File: src/rtl/pc_sequencer.sv
// Program-counter sequencer for the multicycle MIPS control path: FETCH/EXEC phasing,
// next-address selection with optional branch delay slot, and sticky halt on the exit address.
module pc_sequencer #(
   parameter int               ADDR_W       = 32,
   parameter logic [31:0]      RESET_VECTOR = 32'hBFC00000,
   parameter logic [ADDR_W-1:0] EXIT_ADDR   = '0,
   parameter bit               DELAY_SLOT   = 1'b1
) (
   input  logic              clk,
   input  logic              reset,
   input  logic              stall,
   input  logic              redirect_valid,
   input  logic [1:0]        redirect_kind,
   input  logic [ADDR_W-1:0] reg_target,
   input  logic [25:0]       imm26,
   input  logic [15:0]       imm16,
   output logic [ADDR_W-1:0] addr,
   output logic              exec_phase,
   output logic              fetch_en,
   output logic              delay_slot,
   output logic [ADDR_W-1:0] link_addr,
   output logic              finish
);

   typedef enum logic [1:0] {S_FETCH, S_EXEC, S_HALT} state_t;

   localparam logic [ADDR_W-1:0] LINK_OFS = DELAY_SLOT ? ADDR_W'(8) : ADDR_W'(4);

   state_t            state;
   logic              pend_valid;
   logic [ADDR_W-1:0] pend_target;

   logic [ADDR_W-1:0] seq;
   logic [ADDR_W-1:0] target;
   logic [ADDR_W-1:0] next_addr;
   logic              next_pend_valid;
   logic              take;

   // NOTE: every always_comb output gets a default first so no path can infer a latch.
   always_comb begin
      seq    = addr + ADDR_W'(4);
      target = seq;
      case (redirect_kind)
         2'b01:   target = reg_target;
         2'b10:   target[27:0] = {imm26, 2'b00};
         2'b11:   target = seq + {{(ADDR_W-18){imm16[15]}}, imm16, 2'b00};
         default: target = seq;
      endcase

      // A redirect arriving while a delay-slot instruction executes is dropped.
      take            = redirect_valid && (redirect_kind != 2'b00) && !pend_valid;
      next_addr       = seq;
      next_pend_valid = 1'b0;
      if (DELAY_SLOT) begin
         if (take) begin
            next_pend_valid = 1'b1;
         end else if (pend_valid) begin
            next_addr = pend_target;
         end
      end else if (take) begin
         next_addr = target;
      end
   end

   // NOTE: state registers use non-blocking assignments so every flop samples pre-edge values.
   always_ff @(posedge clk) begin
      if (reset) begin
         state      <= S_FETCH;
         addr       <= ADDR_W'(RESET_VECTOR);
         pend_valid <= 1'b0;
         finish     <= 1'b0;
      end else if (!stall) begin
         case (state)
            S_FETCH: state <= S_EXEC;
            S_EXEC: begin
               addr       <= next_addr;
               pend_valid <= next_pend_valid;
               if (next_addr == EXIT_ADDR) begin
                  state  <= S_HALT;
                  finish <= 1'b1;
               end else begin
                  state <= S_FETCH;
               end
            end
            default: state <= S_HALT;
         endcase
      end
   end

   // NOTE: pend_target has no reset; it is only ever read while pend_valid is set.
   always_ff @(posedge clk) begin
      if (!reset && !stall && state == S_EXEC && DELAY_SLOT && take) begin
         pend_target <= target;
      end
   end

   assign exec_phase = (state == S_EXEC);
   assign fetch_en   = (state == S_FETCH);
   assign delay_slot = pend_valid;
   assign link_addr  = addr + LINK_OFS;

endmodule

File: config.mk
export PLATFORM = sky130hd
export DESIGN_NAME = pc_sequencer
export DESIGN_NICKNAME = d
export VERILOG_FILES = /design/src/rtl/pc_sequencer.sv
export SDC_FILE = /design/constraint.sdc
export NUM_CORES = 1
export LEC_CHECK = 0
export CAP_MARGIN = 20
export CORE_AREA = 4 4 123 125
export DETAILED_ROUTE_END_ITERATION = 8
export DIE_AREA = 0 0 127 129
export GPL_TIMING_DRIVEN = 0
export PLACE_DENSITY = 0.72
export SYNTH_ARGS = -nofsm -noshare
export SYNTH_HDL_FRONTEND = slang
export SYNTH_SLANG_ARGS = --single-unit
File: constraint.sdc
create_clock -name clk -period 8.1 [get_ports clk]
set_input_delay 1.215 -clock clk [delete_from_list [all_inputs] [get_ports clk]]
set_output_delay 1.215 -clock clk [all_outputs]
set_load 0.05 [all_outputs]
=== Word level (Yosys, flattened, before mapping) ===
Cells that the tools add are included.

* Register bits after elaboration: 68
* Input port bits: 80
* Output and inout bits: 68

* $add $sub $neg: 3
* Equality and inequality tests: 4
* Muxes and demuxes: 7
* Bitwise operators: 1
* Reductions and logical operators: 13

{| class="wikitable"
|+ Operators with widths
! operator !! count
|-
| one-hot mux 28 bit (3 select lines) || 1
|-
| two-way mux 32 bit || 2
|-
| adder 32 x 3 -> 32 bit (second input constant) || 1
|-
| adder 32 bit || 1
|-
| adder 32 x 4 -> 32 bit (second input constant) || 1
|-
| logical NOT 32 bit || 1
|-
| one-hot mux 4 bit (2 select lines) || 1
|-
| logical AND 1 bit || 5
|-
| equality test 2 x 1 -> 1 bit (second input constant) || 2
|-
| equality test 2 bit (second input constant) || 2
|-
| one-hot mux 2 bit (2 select lines) || 1
|-
| logical NOT 1 bit || 3
|-
| AND reduction 3 bit || 1
|-
| logical NOT 2 bit || 1
|-
| two-way mux 2 bit || 1
|-
| AND reduction 2 bit || 1
|-
| nonzero test 2 bit || 1
|-
| two-way mux 1 bit || 1
|-
| NOT 1 bit || 1
|}

=== Longest topological paths before layout ===
Gate-level depths: netlist of the first run.

* Depth in word-level cells: 7
* Depth in mapped cells: 18

=== Worst setup path before layout of the first run ===
No wires, ideal clock.

* Path kind: input to register
* Start point: input port stall
* End point: register pend_target[0] (enable)
* Library setup time: 505 ps
* Arrival time: 5084 ps
* Setup slack: 2511 ps
* Stages: 5
* Buffers on the path: 2
* Cell sequence: nor2_1 nand2_1 clkbuf_1 clkbuf_1 nor4_1

* Word-level cells in the longest chain between the ends: 4

{| class="wikitable"
|+ RTL lines
! item !! line !! source
|-
| start: declaration || 11 || <nowiki>input logic stall,</nowiki>
|-
| logical NOT 1 bit || 92 || <nowiki>if (!reset && !stall && state == S_EXEC && DELAY_SLOT && take) begin</nowiki>
|-
| logical AND 1 bit (3 in a row) || 92 ||
|-
| end signal: assignment || 93 || <nowiki>pend_target <= target;</nowiki>
|-
| end: declaration || 31 || <nowiki>logic [ADDR_W-1:0] pend_target;</nowiki>
|}

Every way passes these cells.
A chain may end at the register's enable or synchronous reset.

=== Worst setup path in the final report of the first run ===
* Start point: register addr[3]
* End point: register pend_target[28] (data pin)

* Word-level cells in the longest chain between the ends: 3

{| class="wikitable"
|+ RTL lines
! item !! line !! source
|-
| start: declaration || 17 || <nowiki>output logic [ADDR_W-1:0] addr,</nowiki>
|-
| start signal: assignment || 69 || <nowiki>addr <= ADDR_W'(RESET_VECTOR);</nowiki>
|-
| start signal: assignment || 76 || <nowiki>addr <= next_addr;</nowiki>
|-
| adder 32 x 3 -> 32 bit (*) || 41 || <nowiki>seq = addr + ADDR_W'(4);</nowiki>
|-
| adder 32 bit || 46 || <nowiki>2'b11: target = seq + {{(ADDR_W-18){imm16[15]}}, imm16, 2'b00};</nowiki>
|-
| one-hot mux 4 bit (2 select lines) (*) || 43 || <nowiki>case (redirect_kind)</nowiki>
|-
| net target[28] || 34 || <nowiki>logic [ADDR_W-1:0] target;</nowiki>
|}

Mark *: on every way through the listed nets, which the timed path passes. The rest lies on a longest branch.

==> flow_summary.toml, run 1 <==
[floorplan]
design.core.area_um2 = 13900
start_util_pct = 44.6
std_cell_rows = 43
ioPinCount = 148
die_w_um = 127
die-area_um2 = 16400
die_h_um = 129

[outcome]
status = "finished, final reports clean"

[pwr]
power.switching_mw = 0.310
switching_share_pct = 28.6
p_comb_share_pct = 27.1
sequentialPowerShare_pct = 35.0
p_leak_nw = 3.10
p_int_mw = 0.773
pwr_density_cell_nw_per_um2 = 132
clkPwrFrac_pct = 37.9
vdd_drop_max_uv = 101

[clock_network]
clkTransAtPathRegs_ns = 0.05
insertion_delay_ns = 0.34
cts_made_buffers = 9
cts_resized = 0
h-tree-depth = 3
cts_tree = "yes"
postCtsHoldBufs = 0
cts-root-buf = "clkbuf_16"
clockBufferDepth = 2
cts_setup_buffers = 0
cts_num_sinks = 68

[min_path]
hold_path_class = "reg -> reg"

[global_route]
grt_usage_pct = 24.2
overflow = 0
antenna_found_initial = 0
grt_max_degree = 18
grt_pass1_wl_um = 31100
grt_pass1_vias = 5744

[synthesis]
ys_seq_area_share_pct = 27.1
synth.area.top_cells = "edfxtp_1, dfxtp_1, mux4_2"
avgSynthCellArea_um2 = 8.79
synth_nets = 819
synthArstFlopShare_pct = 0
syn_inst = 705
yosysTopAreaCellShare_pct = 15.5
synthFlopType = "dfxtp_1"
netlist.top_cell.by_area = "edfxtp_1"
synth-edff-count = 32
yosys.area_share.xor_xnor_pct = 11.7
synth_fa_ha_area_share_pct = 6.99
synth_compound_area_share_pct = 15.9
yosys.area_share.simple_pct = 21.6
ys_warn_count = 0
synthMuxAreaShare_pct = 11.8
synth_area_um2 = 6200
ys_types = 72
synth_top_family_by_area = "simple AND/OR/NAND/NOR gates"
ys_seq_elements = 68

[cells_and_area]
fillers = 1244
final_cells = 1050
area_growth_pct = 32.7
layout.nets = 979
drive_above_1_share_pct = 9.20
final_core_util_pct = 59.2
design_area_um2 = 8220
diodes = 0

[timing]
rsz0062_at_grt = "no"
max_freq_ghz = 0.190
final_hold_viol_count = 0
setup_viol = 0
relSlewSlack_pct = 36.4
drv_slew = 0
holdWs_ns = 0.484
period_minus_slack_ns = 5.28
period_share_pct = 65.1
worst_pin_slew_ns = 0.955
clock_skew_ns = 0.00526
setup_tns_ns = 0

[routing]
detail-route-antenna-nets = 0
drt_iter0_drc = 411
drtPass1Iterations = 6
drcViolationCount = 0
via_count = 5954
wl_per_cell_um = 19.1
vias_per_cell = 5.67
routed_wl_um = 20100

[worst_setup_path]
path_max_fanout = 7
cp-end-kind = "flop"
cp.required_ns = 8.17
path_class = "reg -> reg"
arrival_ns = 5.35
cp-start-kind = "flop"

[placement]
placed_area_um2 = 7910
io_buffers = 145
hpwl_um = 16300
place_congestion = 0.924
dp.cells = 1033

[flow_run]
drv_cap = 0
-- Yosys cell counts (all sizes together) (3+ instances only) --
cell type,number
o21ai,24
a2111oi,3
and2,7
or3b,3
mux2i,19
edfxtp,32
o31ai,7
nand2b,5
clkbuf,32
xor2,36
a31oi,4
dfxtp,36
nor4,9
nor3,23
a211oi,7
ha,33
o22ai,4
nor4b,4
nand3,25
or2,8
and3,9
buf,18
nor2,81
or3,6
a221oi,10
mux4,24
nand4,15
nor2b,8
and4,3
o211ai,7
a311oi,3
a21oi,58
nand2,43
a21o,9
xnor2,47
inv,19
a21boi,3
-- power by group through the flow --
stage	registers, mW	clock network (mW)	logic [mW]
final	0.379	0.410	0.294
after global routing	0.380	0.427	0.317
after CTS	0.379	0.413	0.293
after detailed placement	0.386	0	0.292
after global placement	0.386	0	0.289
after floorplan	0.401	0	0.172
-- per-layer routing --
metal,vias to the layer above,track usage [%],wire length [µm]
met5,-,0,0
met4,0,9.27,552
met3,35,2.99,1320
met2,229,39.6,9400
met1,2766,32.9,8790
li1,2924,-,-
-- registers in the layout, indices dropped and copies added (netlist names) --
register	count
state	2
addr	32
finish	1
delay_slot	1
pend_target	32
-- path summary, 6_finish.rpt --
check	startpoint	end	slack, ns	cells past startpoint
setup / recovery	addr[3]$_SDFFE_PP0P_	pend_target[28]$_DFFE_PP_	2.82	18
hold / removal	finish$_SDFFE_PP0P_	finish$_SDFFE_PP0P_	0.48	2
setup reg to reg	addr[3]$_SDFFE_PP0P_	pend_target[28]$_DFFE_PP_	2.82	18
hold reg to reg	finish$_SDFFE_PP0P_	finish$_SDFFE_PP0P_	0.48	2
-- critical path: stages (launching register included) --
cell and delay (ns):
dfxtp_1 0.47, ha_1 0.32, nand3_1 0.26, or3_1 0.40, clkbuf_1 0.20, nor3_4 0.32
nand3_1 0.14, xnor2_1 0.48, ha_1 0.33, clkbuf_1 0.18, a21o_1 0.21, a21o_1 0.18
a21o_1 0.22, or4b_2 0.61, nor3_1 0.18, o31ai_1 0.13, xor2_1 0.15, mux2i_1 0.15
a21oi_1 0.08
-- kinds of logic (layout without fill, tap and decap cells) --
family / Yosys count / count (layout)
AOI/OAI and AO/OA: 153 / 153
buffers and inverters: 69 / 234
xor gates and xnor gates: 83 / 83
and+or+nand+nor: 255 / 255
adders and majority gates: 34 / 34
muxes: 43 / 43
DFF: 68 / 68
-- per-stage QoR --
stage | setup slack (ns) | total power, mW
after floorplan | 2.51 | 0.573
after global placement | 0.620 | 0.675
after detailed placement | 2.87 | 0.678
after CTS | 2.83 | 1.08
after global routing | 2.55 | 1.12
final | 2.82 | 1.08
-- placed cells by master (no fill, tap or decap), types with 3 or more instances in the layout --
master and count:
or2_2 7, o211ai_1 7, xnor2_1 47, nor4_1 7, buf_1 4, ha_1 33
nor4b_1 4, nand4_1 13, clkbuf_1 35, and2_1 6, edfxtp_1 32, o22ai_1 4
and3_1 8, nor3_1 22, buf_2 7, nand2_1 41, nor2_1 80, o21ai_0 22
a221oi_1 10, o31ai_1 7, a31oi_1 4, dfxtp_1 36, nand3_1 24, or3_1 6
inv_1 19, nand2b_1 5, a211oi_1 6, mux2i_1 19, xor2_1 36, nor2b_1 8
buf_4 8, a21oi_1 58, clkdlybuf4s50_1 145, and4_1 3, a21o_1 9, clkbuf_16 9
mux4_2 24
-- final cells by class --
class	instances	area, µm²	share of cell area (%)
Buffer	50	229	2.78
Clock buffer	14	244	2.97
Clock inverter	2	60.1	0.730
Inverter	19	71.3	0.867
Multi-Input combinational cell	568	4220	51.3
Sequential cell	68	1680	20.5
Tap cell	180	225	2.74
Timing Repair Buffer	149	1490	18.1
Power figures use the tool's default switching activity.
==> run 2, diff against run 1 <==
clock period = 5.3 ns   (was 8.1 ns; I/O delays follow)
==> run 2 against run 1 <==
Effect of this change:
- routed wire length decreased by 0.17%
- clock-buffer cell count did not move
- sequential power is 53% higher
- sequential cell count is the same
- first-iteration DRC count is 3.2% lower
- sequential share of layout area shrank 0.090 points
- die area is the same
- via count about the same
- cell area up 0.44%
- worst setup slack got worse by 2.5 ns
- final cell count unchanged
- largest power group unchanged
- highest routed layer unchanged
==> flow_summary.toml, run 2 (same netlist as run 1, synthesis figures left out) <==
[outcome]
status = "finished, final reports clean"

[worst_setup_path]
cp-start-kind = "flop"
cp-end-kind = "flop"
r2r_slack_ns = 0.28
critPathMaxStageDelay_ns = 0.61
crit_buf_inv = 2
crit_top_cell = "a21o_1"
critPathSlowestCell = "or4b_2"
path_max_fanout = 7
crit_chain = "ha_2 > nand3_1 > or3_1 > clkbuf_1 > nor3_4 > nand3_1 > xnor2_4 > ha_1 > clkbuf_1 > a21o_1 > a21o_1 > a21o_1 > or4b_2 > nor3_1 > o31ai_1 > xor2_1 > mux2i_1 > a21oi_1"
arrival_ns = 5.09
cp.required_ns = 5.37
path_delay_family = "simple AND/OR/NAND/NOR gates"
path_class = "reg -> reg"

[clock_network]
cts-root-buf = "clkbuf_16"
clockBufferDepth = 2
h-tree-depth = 3
cts_resized = 0
insertion_delay_ns = 0.34
clkTransAtPathRegs_ns = 0.05
cts_tree = "yes"
cts_num_sinks = 68
cts_made_buffers = 9
cts_setup_buffers = 0
postCtsHoldBufs = 0

[routing]
met1Wirelength_um = 8840
detail-route-antenna-nets = 0
via_count = 5959
drtPass1Iterations = 5
wl_per_cell_um = 19.1
drcViolationCount = 0
top_layer = "met4"
wl_met2_um = 9380
routed_wl_um = 20000
vias_per_cell = 5.68
wl_met3_um = 1220
drt_iter0_drc = 398

[placement]
place_congestion = 0.924
pre_cts_slack_ns = 0.0736
hpwl_um = 16300
io_buffers = 145
placed_area_um2 = 7910

[floorplan]
die_h_um = 129
start_util_pct = 44.6
die_w_um = 127
die-area_um2 = 16400
std_cell_rows = 43
design.core.area_um2 = 13900
ioPinCount = 148

[global_route]
antenna_found_initial = 0
grt_pass1_wl_um = 31100
grt_max_degree = 18
grt_usage_pct = 24.2
overflow = 0
grt_pass1_vias = 5744

[cells_and_area]
diodes = 0
fillers = 1233
reg_top3 = "addr: 32 flops, pend_target: 32 flops, state: 2 flops"
layout.nets = 979
layout_commonest_cell = "clkdlybuf4s50_1"
drive_above_1_share_pct = 9.66
final_cell_mix = "clkdlybuf4s50_1, nor2_1, a21oi_1"
design_area_um2 = 8260
area_growth_pct = 33.3
final_core_util_pct = 59.5

[timing]
setup_ws_ns = 0.280
drv_slew = 0
max_freq_ghz = 0.199
period_share_pct = 94.7
final_hold_viol_count = 0
setup_tns_ns = 0
worst_pin_slew_ns = 0.953
clock_skew_ns = 0.00581
setup_viol = 0
relSlewSlack_pct = 36.5
period_minus_slack_ns = 5.02

[pwr]
vdd_drop_max_uv = 154
pwr_density_cell_nw_per_um2 = 200
p_leak_nw = 3.11

[flow_run]
drv_cap = 0

[min_path]
hold_path_class = "reg -> reg"
run 2: cell counts in the layout (fill, tap and decap cells not counted):
No cell type changed its count.
run 2: where the power goes:
group	internal (mW)	switching, mW	leakage [nW]	total (mW)
Sequential	0.566	0.0138	0.581	0.580
Clock	0.413	0.213	0.145	0.626
Combinational	0.204	0.246	2.39	0.450
Total	1.18	0.473	3.11	1.66
run 2: path summary, 6_finish.rpt:
| kind | startpoint | cells after the start | to |
|---|---|---|---|
| setup / recovery | addr[3]$_SDFFE_PP0P_ | 18 | pend_target[28]$_DFFE_PP_ |
| hold / removal | finish$_SDFFE_PP0P_ | 2 | finish$_SDFFE_PP0P_ |
| setup reg to reg | addr[3]$_SDFFE_PP0P_ | 18 | pend_target[28]$_DFFE_PP_ |
| hold reg to reg | finish$_SDFFE_PP0P_ | 2 | finish$_SDFFE_PP0P_ |
run 2: area by class of cell:
type	instances	area [µm²]	share of cell area (%)
plain buffers	50	229	2.77
clock buffers	14	244	2.95
clock inverters	2	60.1	0.727
inverters	19	71.3	0.864
multi-input cells	568	4260	51.6
flip-flops and latches	68	1680	20.4
well taps	180	225	2.73
repair buffers	149	1490	18.0
run 2: metrics by stage:
stage               hold slack (ns)  std cells  power [mW]
finish                        0.482       1050        1.66
global route                  0.512       1050        1.72
CTS                           0.484       1049        1.66
detailed placement            0.476       1033        1.04
global placement              0.457       1030        1.03
floorplan                     0.483        705       0.875
run 2: per-layer routing:
metal | up-vias | track usage [%]
met5 | - | 0
met2 | 225 | 39.6
met3 | 41 | 2.99
li1 | 2930 | -
met1 | 2763 | 32.9
met4 | 0 | 9.27
run 2: worst min-delay path, cell delays in order, from the launching register on:
cell     delay [ns]
dfxtp_1        0.30
inv_1          0.05
o21ai_0        0.07
==> run 3, diff against run 2 <==
CORE_AREA = 2 2 121 123   (was 4 4 123 125)
DIE_AREA = 0 0 123 125   (was 0 0 127 129)
DONT_BUFFER_PORTS = 1   (was unset)
PLACE_DENSITY = unset   (was 0.72)
==> run 3 against run 2 <==
Effect of this change:
- hold slack better by 0.053 ns
- critical path type unchanged
- largest cell class unchanged
- sequential cell count stayed put
- total power is 4.3% lower
- die area is 6.2% lower
- clock power is 2% higher
- via count is 5.0% lower
==> flow_summary.toml, run 3 (same netlist as run 1, synthesis figures left out) <==
[floorplan]
design.core.area_um2 = 14200
die_h_um = 125
start_util_pct = 43.6
ioPinCount = 148
die-area_um2 = 15400
die_w_um = 123
std_cell_rows = 44

[clock_network]
cts-root-buf = "clkbuf_16"
clockBufferDepth = 2
cts_tree = "yes"
cts_made_buffers = 9
h-tree-depth = 3
clkTransAtPathRegs_ns = 0.06
insertion_delay_ns = 0.34
cts_num_sinks = 68
postCtsHoldBufs = 0

[pwr]
p_leak_nw = 2.56
vdd_drop_max_uv = 125
power_mw = 1.59
pwr_density_cell_nw_per_um2 = 232

[min_path]
min_to = "addr[12]$_SDFFE_PP0P_"
hold_depth = 2
hold_path_class = "reg -> reg"
hp-start = "pend_target[12]$_DFFE_PP_"

[worst_setup_path]
critPathSlowestCell = "dfxtp_1"
crit_buf_inv = 3
path_delay_family = "simple AND/OR/NAND/NOR gates"
cp.required_ns = 5.36
cp-end-kind = "flop"
arrival_ns = 5.12
crit_chain = "buf_4 > nand2_2 > or3_1 > clkbuf_1 > nor3_4 > nand3_1 > xnor2_2 > ha_1 > clkbuf_1 > a21o_1 > a21o_1 > a21o_1 > or4b_2 > nor3_1 > o31ai_1 > xor2_1 > mux2i_1 > a21oi_1"
crit_top_cell = "a21o_1"
r2r-end = "pend_target[28]$_DFFE_PP_"
reg2reg_from = "addr[7]$_SDFFE_PP0P_"
critPathMaxStageDelay_ns = 0.64
r2r_slack_ns = 0.24
r2r_cells = 18
path_class = "reg -> reg"
cp-start-kind = "flop"
path_max_fanout = 9

[global_route]
grt_max_degree = 18
grt_pass1_vias = 5475
overflow = 0
antenna_found_initial = 0
grt_pass1_wl_um = 30700
grt_usage_pct = 26.3

[cells_and_area]
area_growth_pct = 10.4
layout.nets = 834
final_cell_mix = "nor2_1, a21oi_1, xnor2_1"
drive_above_1_share_pct = 14.1
diodes = 0
layout_commonest_cell = "nor2_1"
reg_top3 = "addr: 32 flops, pend_target: 32 flops, state: 2 flops"

[timing]
relSlewSlack_pct = 22.1
final_hold_viol_count = 0
setup_tns_ns = 0
setup_ws_ns = 0.240
drv_slew = 0
holdWs_ns = 0.535
worst_pin_slew_ns = 1.16
period_minus_slack_ns = 5.06
max_freq_ghz = 0.198
clock_skew_ns = 0.00721
period_share_pct = 95.5
setup_viol = 0

[placement]
pre_cts_slack_ns = -0.287
io_buffers = 0
place_congestion = 0.918
hpwl_um = 16400

[routing]
wl_met3_um = 1720
vias_per_cell = 6.23
wl_per_cell_um = 22.6
top_layer = "met4"
drt_iter0_drc = 582
routed_wl_um = 20500
drcViolationCount = 0
drtPass1Iterations = 5
wl_met2_um = 9620
detail-route-antenna-nets = 0
met1Wirelength_um = 8570
via_count = 5663

[outcome]
status = "finished, final reports clean"

[flow_run]
drv_cap = 0
==> run 3: repair_timing <==
item	in CTS	in global routing
resized for setup	6	14
setup endpoints to repair	6	5
hold endpoints to repair	0	0
setup buffers	0	1
pin swaps	0	3
==> run 3: worst max path at each step <==
stage	startpoint	to	slack, ns	cells after the start
final	addr[7]$_SDFFE_PP0P_	pend_target[28]$_DFFE_PP_	0.24	18
after global routing	addr[7]$_SDFFE_PP0P_	pend_target[28]$_DFFE_PP_	-0.007	18
after CTS	addr[6]$_SDFFE_PP0P_	pend_target[28]$_DFFE_PP_	0.08	18
after detailed placement	addr[3]$_SDFFE_PP0P_	pend_target[28]$_DFFE_PP_	-0.29	18
after global placement	stall	pend_target[23]$_DFFE_PP_	-1.09	5
after floorplan	stall	pend_target[0]$_DFFE_PP_	0.13	5
==> run 3: through the flow <==
stage / utilization, % / instance area [µm²] / cells
final: 48.2 / 6840 / 909
after global routing: 48.2 / 6840 / 909
after CTS: 47.8 / 6790 / 908
after detailed placement: 45.5 / 6460 / 892
after global placement: 45.3 / 6430 / 889
after floorplan: - / 6200 / 705
==> run 3: worst reg2reg max path, stage by stage, from the launching register on <==
cell and delay, ns:
dfxtp_1 0.64, buf_4 0.27, nand2_2 0.10, or3_1 0.37
clkbuf_1 0.19, nor3_4 0.31, nand3_1 0.18, xnor2_2 0.36
ha_1 0.29, clkbuf_1 0.17, a21o_1 0.20, a21o_1 0.18
a21o_1 0.22, or4b_2 0.61, nor3_1 0.16, o31ai_1 0.12
xor2_1 0.15, mux2i_1 0.17, a21oi_1 0.10
==> run 3: final cells by class <==
cell class	count	area, µm²
tap	184	230
clock inverter	7	91.3
fill	1355	7360
buffer	50	229
sequential	68	1700
timing repair buffer	4	30.0
inverter	19	71.3
clock buffer	9	225
multi-input combinational	568	4260
==> run 3: metal layers <==
| metal | up-vias | global-route usage, % |
|---|---|---|
| met5 | - | 0 |
| met4 | 0 | 9.02 |
| met3 | 43 | 5.29 |
| met2 | 293 | 42.2 |
| met1 | 2700 | 35.1 |
| li1 | 2627 | - |
==> run 3: power by group <==
part	internal [mW]	total (mW)	switching (mW)
Sequential	0.566	0.607	0.0415
Clock	0.409	0.640	0.231
Combinational	0.130	0.339	0.208
